==> src/rtl/uart_pkg.sv <==
// Shared UART definitions: receiver state encoding, oversampling default and
// the sample points used to recover each bit.
package uart_pkg;

  localparam int OVERSAMPLE_DEF = 16;
  localparam int OS_SAMPLE_A    = 7;
  localparam int OS_SAMPLE_B    = 8;
  localparam int OS_DECIDE      = 9;
  localparam int OS_LAST        = 15;

  typedef enum logic [2:0] {
    ST_IDLE,
    ST_START,
    ST_DATA,
    ST_PARITY,
    ST_STOP
  } rx_state_e;

  function automatic logic majority3(input logic a, input logic b, input logic c);
    return (a & b) | (a & c) | (b & c);
  endfunction

endpackage

==> src/rtl/uart_sync2.sv <==
// Two-flop synchronizer for the asynchronous serial line; resets to the idle
// (high) level so no false start is seen after reset.
module uart_sync2 (
  input  logic clk,
  input  logic rst_n,
  input  logic i_d,
  output logic o_q
);

  logic r_meta;
  logic r_sync;

  always_ff @(posedge clk or negedge rst_n) begin
    if (!rst_n) begin
      r_meta <= 1'b1;
      r_sync <= 1'b1;
    end else begin
      r_meta <= i_d;
      r_sync <= r_meta;
    end
  end

  assign o_q = r_sync;

endmodule

==> src/rtl/uart_rx.sv <==
// UART receiver: oversampled majority-vote bit recovery, optional parity and a
// one-deep output register with a valid/ready handshake.
module uart_rx
  import uart_pkg::*;
#(
  parameter int DATA_BITS  = 8,
  parameter int OVERSAMPLE = OVERSAMPLE_DEF,
  parameter int PARITY_EN  = 0,
  parameter int PARITY_ODD = 0
) (
  input  logic                 clk,
  input  logic                 rst_n,
  input  logic                 tick_x16,
  input  logic                 rx,
  input  logic                 rx_ready,
  output logic [DATA_BITS-1:0] rx_data,
  output logic                 rx_valid,
  output logic                 frame_err,
  output logic                 parity_err,
  output logic                 overrun,
  output logic                 busy
);

  localparam int OS_W  = $clog2(OVERSAMPLE);
  localparam int BIT_W = $clog2(DATA_BITS);
  localparam logic [OS_W-1:0]  OS_ONE   = OS_W'(1);
  localparam logic [OS_W-1:0]  OS_A     = OS_W'(OS_SAMPLE_A);
  localparam logic [OS_W-1:0]  OS_B     = OS_W'(OS_SAMPLE_B);
  localparam logic [OS_W-1:0]  OS_D     = OS_W'(OS_DECIDE);
  localparam logic [OS_W-1:0]  OS_END   = OS_W'((OVERSAMPLE == OVERSAMPLE_DEF) ? OS_LAST : OVERSAMPLE - 1);
  localparam logic [BIT_W-1:0] BIT_ONE  = BIT_W'(1);
  localparam logic [BIT_W-1:0] LAST_BIT = BIT_W'(DATA_BITS - 1);
  localparam logic             PAR_ODD  = (PARITY_ODD != 0);

  rx_state_e            r_state;
  rx_state_e            w_state_next;
  logic [OS_W-1:0]      r_os;
  logic [BIT_W-1:0]     r_bit_idx;
  logic [DATA_BITS-1:0] r_shift;
  logic [DATA_BITS-1:0] r_rx_data;
  logic                 r_armed;
  logic                 r_samp_a;
  logic                 r_samp_b;
  logic                 r_par_bad;
  logic                 r_rx_valid;
  logic                 r_frame_err;
  logic                 r_parity_err;
  logic                 r_overrun;
  logic                 w_rxs;
  logic                 w_at_decide;
  logic                 w_at_end;
  logic                 w_bit_maj;
  logic                 w_stop_done;
  logic                 w_good;

  uart_sync2 u_sync (
    .clk   (clk),
    .rst_n (rst_n),
    .i_d   (rx),
    .o_q   (w_rxs)
  );

  assign w_at_decide = tick_x16 && (r_os == OS_D);
  assign w_at_end    = tick_x16 && (r_os == OS_END);
  assign w_bit_maj   = majority3(r_samp_a, r_samp_b, w_rxs);
  assign w_good      = w_stop_done && w_bit_maj && !r_par_bad;

  always_ff @(posedge clk or negedge rst_n) begin
    if (!rst_n) r_state <= ST_IDLE;
    else        r_state <= w_state_next;
  end

  // The stop bit is judged at its decision point so the receiver is ready
  // for the next start edge well before the nominal end of the stop bit.
  always_comb begin
    w_state_next = r_state;
    w_stop_done  = 1'b0;
    case (r_state)
      ST_IDLE:   if (tick_x16 && r_armed && !w_rxs) w_state_next = ST_START;
      ST_START:  if (w_at_decide && w_bit_maj) w_state_next = ST_IDLE;
                 else if (w_at_end) w_state_next = ST_DATA;
      ST_DATA:   if (w_at_end && (r_bit_idx == LAST_BIT))
                   w_state_next = (PARITY_EN != 0) ? ST_PARITY : ST_STOP;
      ST_PARITY: if (w_at_end) w_state_next = ST_STOP;
      ST_STOP: begin
        if (w_at_decide) begin
          w_state_next = ST_IDLE;
          w_stop_done  = 1'b1;
        end
      end
      default:   w_state_next = ST_IDLE;
    endcase
  end

  // The detecting tick counts as os 0, so the counter leaves IDLE already at 1.
  always_ff @(posedge clk or negedge rst_n) begin
    if (!rst_n) begin
      r_os      <= '0;
      r_bit_idx <= '0;
      r_armed   <= 1'b0;
      r_samp_a  <= 1'b1;
      r_samp_b  <= 1'b1;
    end else if (tick_x16) begin
      if (r_state == ST_IDLE)
        r_os <= (w_state_next == ST_START) ? OS_ONE : '0;
      else if ((w_state_next != r_state) || (r_os == OS_END))
        r_os <= '0;
      else
        r_os <= r_os + OS_ONE;

      if (r_state != ST_DATA) r_bit_idx <= '0;
      else if (w_at_end)      r_bit_idx <= r_bit_idx + BIT_ONE;

      if (w_stop_done)                        r_armed <= 1'b0;
      else if ((r_state == ST_IDLE) && w_rxs) r_armed <= 1'b1;

      if (r_os == OS_A) r_samp_a <= w_rxs;
      if (r_os == OS_B) r_samp_b <= w_rxs;
    end
  end

  always_ff @(posedge clk or negedge rst_n) begin
    if (!rst_n) begin
      r_shift   <= '0;
      r_par_bad <= 1'b0;
    end else begin
      if ((r_state == ST_DATA) && w_at_decide)
        r_shift <= {w_bit_maj, r_shift[DATA_BITS-1:1]};
      if (r_state == ST_IDLE)
        r_par_bad <= 1'b0;
      else if ((r_state == ST_PARITY) && w_at_decide)
        r_par_bad <= (w_bit_maj != ((^r_shift) ^ PAR_ODD));
    end
  end

  // A consumer accepting in the same clk frees the register for the new byte.
  always_ff @(posedge clk or negedge rst_n) begin
    if (!rst_n) begin
      r_rx_data    <= '0;
      r_rx_valid   <= 1'b0;
      r_frame_err  <= 1'b0;
      r_parity_err <= 1'b0;
      r_overrun    <= 1'b0;
    end else begin
      r_frame_err  <= w_stop_done && !w_bit_maj;
      r_parity_err <= w_stop_done && w_bit_maj && r_par_bad;
      r_overrun    <= 1'b0;
      if (w_good) begin
        if (!r_rx_valid || rx_ready) begin
          r_rx_data  <= r_shift;
          r_rx_valid <= 1'b1;
        end else begin
          r_overrun  <= 1'b1;
        end
      end else if (r_rx_valid && rx_ready) begin
        r_rx_valid <= 1'b0;
      end
    end
  end

  assign rx_data    = r_rx_data;
  assign rx_valid   = r_rx_valid;
  assign frame_err  = r_frame_err;
  assign parity_err = r_parity_err;
  assign overrun    = r_overrun;
  assign busy       = (r_state != ST_IDLE);

endmodule

==> config.mk <==
export PLATFORM = sky130hd
export DESIGN_NAME = uart_rx
export DESIGN_NICKNAME = d
export VERILOG_FILES = /design/src/rtl/uart_pkg.sv /design/src/rtl/uart_sync2.sv /design/src/rtl/uart_rx.sv
export SDC_FILE = /design/constraint.sdc
export NUM_CORES = 1
export LEC_CHECK = 0
export CAP_MARGIN = 10
export CORE_ASPECT_RATIO = 1.5
export CORE_UTILIZATION = 55
export DETAILED_ROUTE_END_ITERATION = 12
export PLACE_DENSITY = 0.79
export RECOVER_POWER = 50
export SETUP_SLACK_MARGIN = 0.1
export SKIP_CTS_REPAIR_TIMING = 1
export SYNTH_ARGS = -nofsm -noshare
export SYNTH_HDL_FRONTEND = slang
export SYNTH_SLANG_ARGS = --single-unit
export TNS_END_PERCENT = 30
==> constraint.sdc <==
create_clock -name clk -period 1.95 [get_ports clk]
set_input_delay 0.39 -clock clk [delete_from_list [all_inputs] [get_ports clk]]
set_output_delay 0.39 -clock clk [all_outputs]
set_load 0.02 [all_outputs]
==> results.md, run 1 <==
* Final Hold Viols at 0
* Worst-Margin Slew at 0.8625 ns
* TNS Setup at 0 ns
* Slew margin rel. at 0.4250
* Switch share at 0.3270
* Internal power at 1.409 mW
* Die Ht at 70.20 um
* Num CTS Buffers at 5
* Final worst path period share at 0.9306
* Final setup viols at 0
* Seq pwr share at 0.453
* Number of DRC markers in iteration 0 at 29
* Final Power at 2.093 mW
* Most frequent cells in the layout: 30 x dfrtp_1, 19 x mux2_2, 14 x clkdlybuf4s50_1
* CTS Buffer Depth at 2
* Combinational share of power at 0.310
* Cell variety after synth at 38
* Vias per cell at 5.771
* Most common cell after layout, fill and taps aside: dfrtp_1
* Max Fclk at 551.1 MHz
* Gate Count Post-Synth at 139
* CTS tree: yes
* Minimum clock period after layout at 1.815 ns
* Antenna viol nets, final at 0
* Peak VDD IR at 0.6987 mV
* Die area at 3332 sq um
* Layout filler cell count at 225
* PwrDens at 991.0 nW/um^2
* Critical Path Fanout Max at 8
* Total Routing Usage GR at 0.2309
* # IOs at 18
* CP arrival at 1.98 ns
* Buffers on Ports at 17
* Initial antenna violation count at 0
* Syn_area_per_cell at 12.27 sq um
* Syn Nets at 149
* WS Path Type: flip-flop to flip-flop
* # rows at 24
* Pin count of the biggest net entering global routing at 37
* Synthesized cell area at 1705 sq um
* Startpoint Class: flip-flop
* First-pass GRT wire length at 5533 um
* Register area share after synthesis at 0.5312
* Area growth, synth to finish at 23.84%
* Max Cap Viol at 0
* Max H-tree Level at 2
* CP Capture Type: flip-flop
* Ant. Diodes at 0
* Initial Utilization at 0.5795
* Final clock skew at 0.004183 ns
* Slew Viols, Final at 0
* Worst-path clk slew at 0.07 ns
* Drt drc at 0
* Pre-antenna DRT Iters at 4
* CTS sink count at 36
* Via count at 1235
* Share of cells above drive strength 1 at 0.3143
* Detailed Route WL at 3467 um
* Nets at 184
* Clk_lat worst skew at 0.28 ns
* Clock power share at 0.237
* Core area at 2943 sq um
* LEAKAGE at 1.002 nW
* Drt wl/cell at 16.20 um
* Number of global-route vias before repair at 1303
* RD Place Congestion at 0.8539
* Yosys warns at 0
* Net switching power at 0.6844 mW
* Seq cells post-synth at 36
* Worst endpoint required time at 2.12 ns
* Status: finished, final reports clean
* Root buf cell: clkbuf_8
* HPWL after detailed placement at 2476 um
* GRT overflow at 0
* RSZ-0062 raised after global routing: true
* Die W at 47.47 um
* Worst min path class: flip-flop to flip-flop
[layer usage]
layer / vias up / GRT usage / share of wire
li1: 566 / - / -
met1: 616 / 0.2573 / 0.38
met2: 38 / 0.3805 / 0.54
met3: 15 / 0.06202 / 0.041
met4: 0 / 0.1143 / 0.037
met5: - / 0 / 0
[cells in the mapped netlist (all sizes together)]
master	number	area, sq um
nand4b	1	23.77
or2	1	6.260
dfrtp	32	800.8
o31ai	2	15.01
a31oi	1	6.260
o31a	1	8.760
ha	5	62.56
nor2	6	22.52
xnor2	6	52.55
o22ai	2	12.51
nand2	9	33.78
or3	2	12.51
nand2b	4	25.02
and3b	1	8.760
maj3	1	11.26
a22o	2	17.52
mux2	19	214.0
inv	5	18.77
clkbuf	2	7.510
dfstp	4	105.1
and4	1	8.760
a21oi	4	20.02
nor2b	1	8.760
o21ai	5	25.02
nand4	1	6.260
xnor3	1	22.52
or3b	1	11.26
o311ai	1	8.760
o211ai	1	7.510
and3	3	18.77
nand3b	1	7.510
nand3	3	15.01
o32ai	3	26.28
and4b	1	10.01
nor3	3	15.01
a211oi	1	12.51
buf	2	16.26
[cell type report]
class	count	area, sq um	share of cell area
clock buffers	7	76.32	0.03614
clock inverters	1	5.005	0.002370
inverters	5	18.77	0.008886
multi-input cells	94	772.0	0.3655
flip-flops and latches	36	908.4	0.4301
well taps	39	48.80	0.02310
repair buffers	32	282.8	0.1339
[state kept, by name (all words and copies together), names as in the netlist, 3 cells and up]
| signal | count |
|---|---|
| r_shift | 8 |
| rx_data | 8 |
| r_os | 4 |
| r_bit_idx | 3 |
| r_state | 3 |
[power by group through the flow]
stage | Combinational (mW) | Clock [mW] | Sequential, mW
final | 0.648 | 0.496 | 0.948
after global routing | 0.711 | 0.546 | 0.961
after CTS | 0.576 | 0.515 | 0.944
after detailed placement | 0.573 | 0 | 0.957
after global placement | 0.544 | 0 | 0.946
after floorplan | 0.386 | 0 | 0.935
[cells by family (layout without fill, tap and decap cells)]
family	after synthesis	count (layout)	share of synthesized area
simple gates	39	39	0.1372
flops	36	36	0.5312
xor+xnor	7	7	0.04402
fa+ha+maj	6	6	0.04329
compound gates	23	23	0.09391
mux	19	19	0.1255
buf+inv	9	45	0.02494
[worst max-delay path, stage by stage (launching register included)]
cell and delay (ns):
dfstp_2 0.59, maj3_2 0.35, nand4b_4 0.14, nor2b_2 0.14
buf_6 0.14, mux2_2 0.34
[metrics by stage]
step / util / hold slack [ns] / area (sq um) / std cells / setup slack [ns]
2_1_floorplan: - / 0.09441 / 1705 / 139 / 0.1726
3_3_place_gp: 0.6764 / 0.3459 / 1991 / 203 / -0.06516
3_5_place_dp: 0.6764 / 0.3472 / 1991 / 203 / -0.1051
4_1_cts: 0.7041 / 0.3617 / 2072 / 211 / -0.1145
5_1_grt: 0.7177 / 0.3670 / 2112 / 214 / 0.05600
6_report: 0.7177 / 0.3613 / 2112 / 214 / 0.1354
[path summary, 6_finish.rpt]
path	start	endpoint	slack (ns)	depth (start not counted)
worst min-delay path	u_sync.r_meta$_DFF_PN1_	u_sync.o_q$_DFF_PN1_	0.36	0
worst max register to register	u_sync.o_q$_DFF_PN1_	rx_data[2]$_DFFE_PN0P_	0.14	5
min in group asynchronous	rst_n	overrun$_DFF_PN0_	0.75	2
worst max-delay path	u_sync.o_q$_DFF_PN1_	rx_data[2]$_DFFE_PN0P_	0.14	5
worst min register to register	u_sync.r_meta$_DFF_PN1_	u_sync.o_q$_DFF_PN1_	0.36	0
max in group asynchronous	rst_n	r_state[2]$_DFF_PN0_	0.61	2
Note: power is estimated with default switching activity, not from simulation.
==> run 2, diff against run 1 <==
--- a/config.mk
+++ b/config.mk
@@ -5,9 +5,10 @@
 export SDC_FILE = /design/constraint.sdc
 export NUM_CORES = 1
 export LEC_CHECK = 0
+export ABC_AREA = 1
 export CAP_MARGIN = 10
 export CORE_ASPECT_RATIO = 1.5
-export CORE_UTILIZATION = 55
+export CORE_UTILIZATION = 56
 export DETAILED_ROUTE_END_ITERATION = 12
 export PLACE_DENSITY = 0.79
 export RECOVER_POWER = 50
==> run 2 against run 1 <==
Effect of this change: worst hold slack lost 0.0024 ns; flip-flop and latch count is the same; register-to-register slack gained 0.14 ns; die area grew 7.5%; fmax grew 5.7%; non-clock buffer count shrank 11; design area grew 3.3%; combinational power grew 19%; sequential power grew 3.8%; global-route usage shrank 1.6 points; clock power grew 16%.
==> results.md, run 2 <==
* Cell variety after synth at 30
* Synth top area cells: dfrtp_1 43%, nand2_1 10%, inv_1 6.0%
* Synth top cells by count: 51 x nand2_1, 32 x dfrtp_1, 30 x inv_1, 18 x nor2_1, 14 x nand3_1
* First-pass GRT wire length at 5740 um
* Worst-path clk slew at 0.06 ns
* CP arrival at 1.89 ns
* Post-DP Area at 2088 sq um
* Max Cap Viol at 0
* Root buf cell: clkbuf_8
* Number of global-route vias before repair at 1394
* Ys async rst share at 1.000
* Yosys warns at 0
* CTS Buffer Depth at 2
* Via count at 1386
* Total Routing Usage GR at 0.2153
* Minimum clock period after layout at 1.717 ns
* WS Path Type: input port to flip-flop
* Main synth FF type: dfrtp_1
* Buffers on Ports at 17
* Area leader, netlist: dfrtp_1
* Max H-tree Level at 2
* Combinational share of power at 0.331
* # rows at 25
* Status: finished, final reports clean
* LEAKAGE at 1.073 nW
* WP buf/inv at 1
* Die W at 49.21 um
* Peak VDD IR at 0.7600 mV
* PwrDens at 1068 nW/um^2
* Die Ht at 72.81 um
* Post-route cell area at 2181 sq um
* HPWL after detailed placement at 2560 um
* Area growth, synth to finish at 16.51%
* Worst min path class: flip-flop to flip-flop
* RSZ-0062 raised after global routing: false
* Initial Utilization at 0.5925
* Crit path max-delay cell type: dlygate4sd3_1
* Register area share after synthesis at 0.4840
* Share of cells above drive strength 1 at 0.1723
* Net switching power at 0.8313 mW
* Core area at 3159 sq um
* Seq cells post-synth at 36
* Met3 Use GR at 0.05000
* RD Place Congestion at 0.8995
* Pin count of the biggest net entering global routing at 37
* Most frequent cells in the layout: 52 x nand2_1, 32 x dfrtp_1, 30 x inv_1
* Die area at 3583 sq um
* Final worst path period share at 0.8807
* Top Usage Layer GRT: met2
* Pre-antenna DRT Iters at 4
* Worst path depth at 6
* Worst-path cell chain: dlygate4sd3_1, nand4_4, nor2_4, nand4_4, nand2_1, o21ai_2
* CTS tree: yes
* Post-synth EDFFs at 0
* Most numerous cell in the Yosys netlist: nand2_1
* Vias per cell at 4.986
* Critical Path Fanout Max at 17
* Seq pwr share at 0.423
* Num CTS Buffers at 5
* Worst reg-to-reg path cell count at 7
* Clk_lat worst skew at 0.29 ns
* Max Fclk at 582.3 MHz
* Startpoint Class: input port
* Ant. Diodes at 0
* Syn Nets at 222
* CP Capture Type: flip-flop
* Worst-Margin Slew at 0.8614 ns
* Nets at 247
* Met1 Usage GRT at 0.2233
* GRT overflow at 0
* Final core utilization at 0.6903
* TNS Setup at 0 ns
* Synthesized cell area at 1872 sq um
* Number of DRC markers in iteration 0 at 21
* Detailed Route WL at 3300 um
* Hold Slack at 0.3589 ns
* Placed Instances at 270
* Gate Count Post-Synth at 212
* Slew Viols, Final at 0
* Final Hold Viols at 0
* Antenna viol nets, final at 0
* Final setup margin at 0.2327 ns
* Final setup viols at 0
* Worst endpoint required time at 2.12 ns
* Initial antenna violation count at 0
* Most common cell after layout, fill and taps aside: nand2_1
* Critical Path Most Common Cell: nand4_4
* Hold depth at 0
* M2 GR Usage at 0.3942
* Drt wl/cell at 11.87 um
* Final Power at 2.328 mW
* Internal power at 1.497 mW
* Final clock skew at 0.006243 ns
* Top cell type's share of synthesized area at 0.4278
* Final Non-Filler Cells at 278
* Drt drc at 0
* Clock power share at 0.246
* Slowest stage delay, CP at 0.63 ns
* Cell family with most CP delay: simple AND/OR/NAND/NOR gates
* CTS sink count at 36
* Post-place setup slack at -0.001082 ns
* # IOs at 18
* Slew margin rel. at 0.4257
* Syn_area_per_cell at 8.829 sq um
* Switch share at 0.3571
run 2: changes by cell type after synthesis, sizes merged, moves of 5 or more:
cell   previous run  this run
nand2             9        54
inv               5        34
mux2             19         0
nor2              6        24
o21ai             5        21
nand3             3        15
xnor2             6         1
run 2: power groups by stage:
| stage | registers, mW | logic, mW | clock network, mW |
|---|---|---|---|
| floorplan | 0.988 | 0.589 | 0 |
| global placement | 1.00 | 0.782 | 0 |
| detailed placement | 1.00 | 0.792 | 0 |
| CTS | 0.989 | 0.796 | 0.590 |
| global route | 0.999 | 0.878 | 0.626 |
| finish | 0.984 | 0.770 | 0.574 |
run 2: final timing paths:
check                                           end  slack [ns]               startpoint
hold / removal                 u_sync.o_q$_DFF_PN1_        0.36  u_sync.r_meta$_DFF_PN1_
min in group asynchronous  r_bit_idx[1]$_DFFE_PN0P_        0.75                    rst_n
setup / recovery             rx_data[4]$_DFFE_PN0P_        0.23                 tick_x16
max in group asynchronous      rx_valid$_DFFE_PN0P_        0.66                    rst_n
setup reg to reg             rx_data[4]$_DFFE_PN0P_        0.28      r_os[1]$_DFFE_PN0P_
hold reg to reg                u_sync.o_q$_DFF_PN1_        0.36  u_sync.r_meta$_DFF_PN1_
run 2: cell families (layout without fill, tap and decap cells):
| kind of cell | Yosys count | in the layout | synth area share |
|---|---|---|---|
| buffers and inverters | 38 | 64 | 0.08823 |
| XOR/XNOR | 3 | 3 | 0.01404 |
| adder cells (fa/ha/maj) | 5 | 5 | 0.03342 |
| flip-flops | 36 | 36 | 0.4840 |
| AND/OR/NAND/NOR | 100 | 100 | 0.2707 |
| AO/OA/AOI/OAI | 30 | 30 | 0.1096 |
run 2: cell type report:
cell class / count / area, sq um
fillers: 264 / 978.4
flip-flops and latches: 36 / 905.9
multi-input cells: 138 / 793.3
repair buffers: 21 / 200.2
inverters: 35 / 131.4
clock buffers: 8 / 100.1
well taps: 40 / 50.05
run 2: metal layers:
| metal | part of all wire | up-vias |
|---|---|---|
| li1 | - | 719 |
| met2 | 0.54 | 15 |
| met4 | 0.033 | 0 |
| met5 | 0 | - |
| met1 | 0.41 | 643 |
| met3 | 0.023 | 9 |
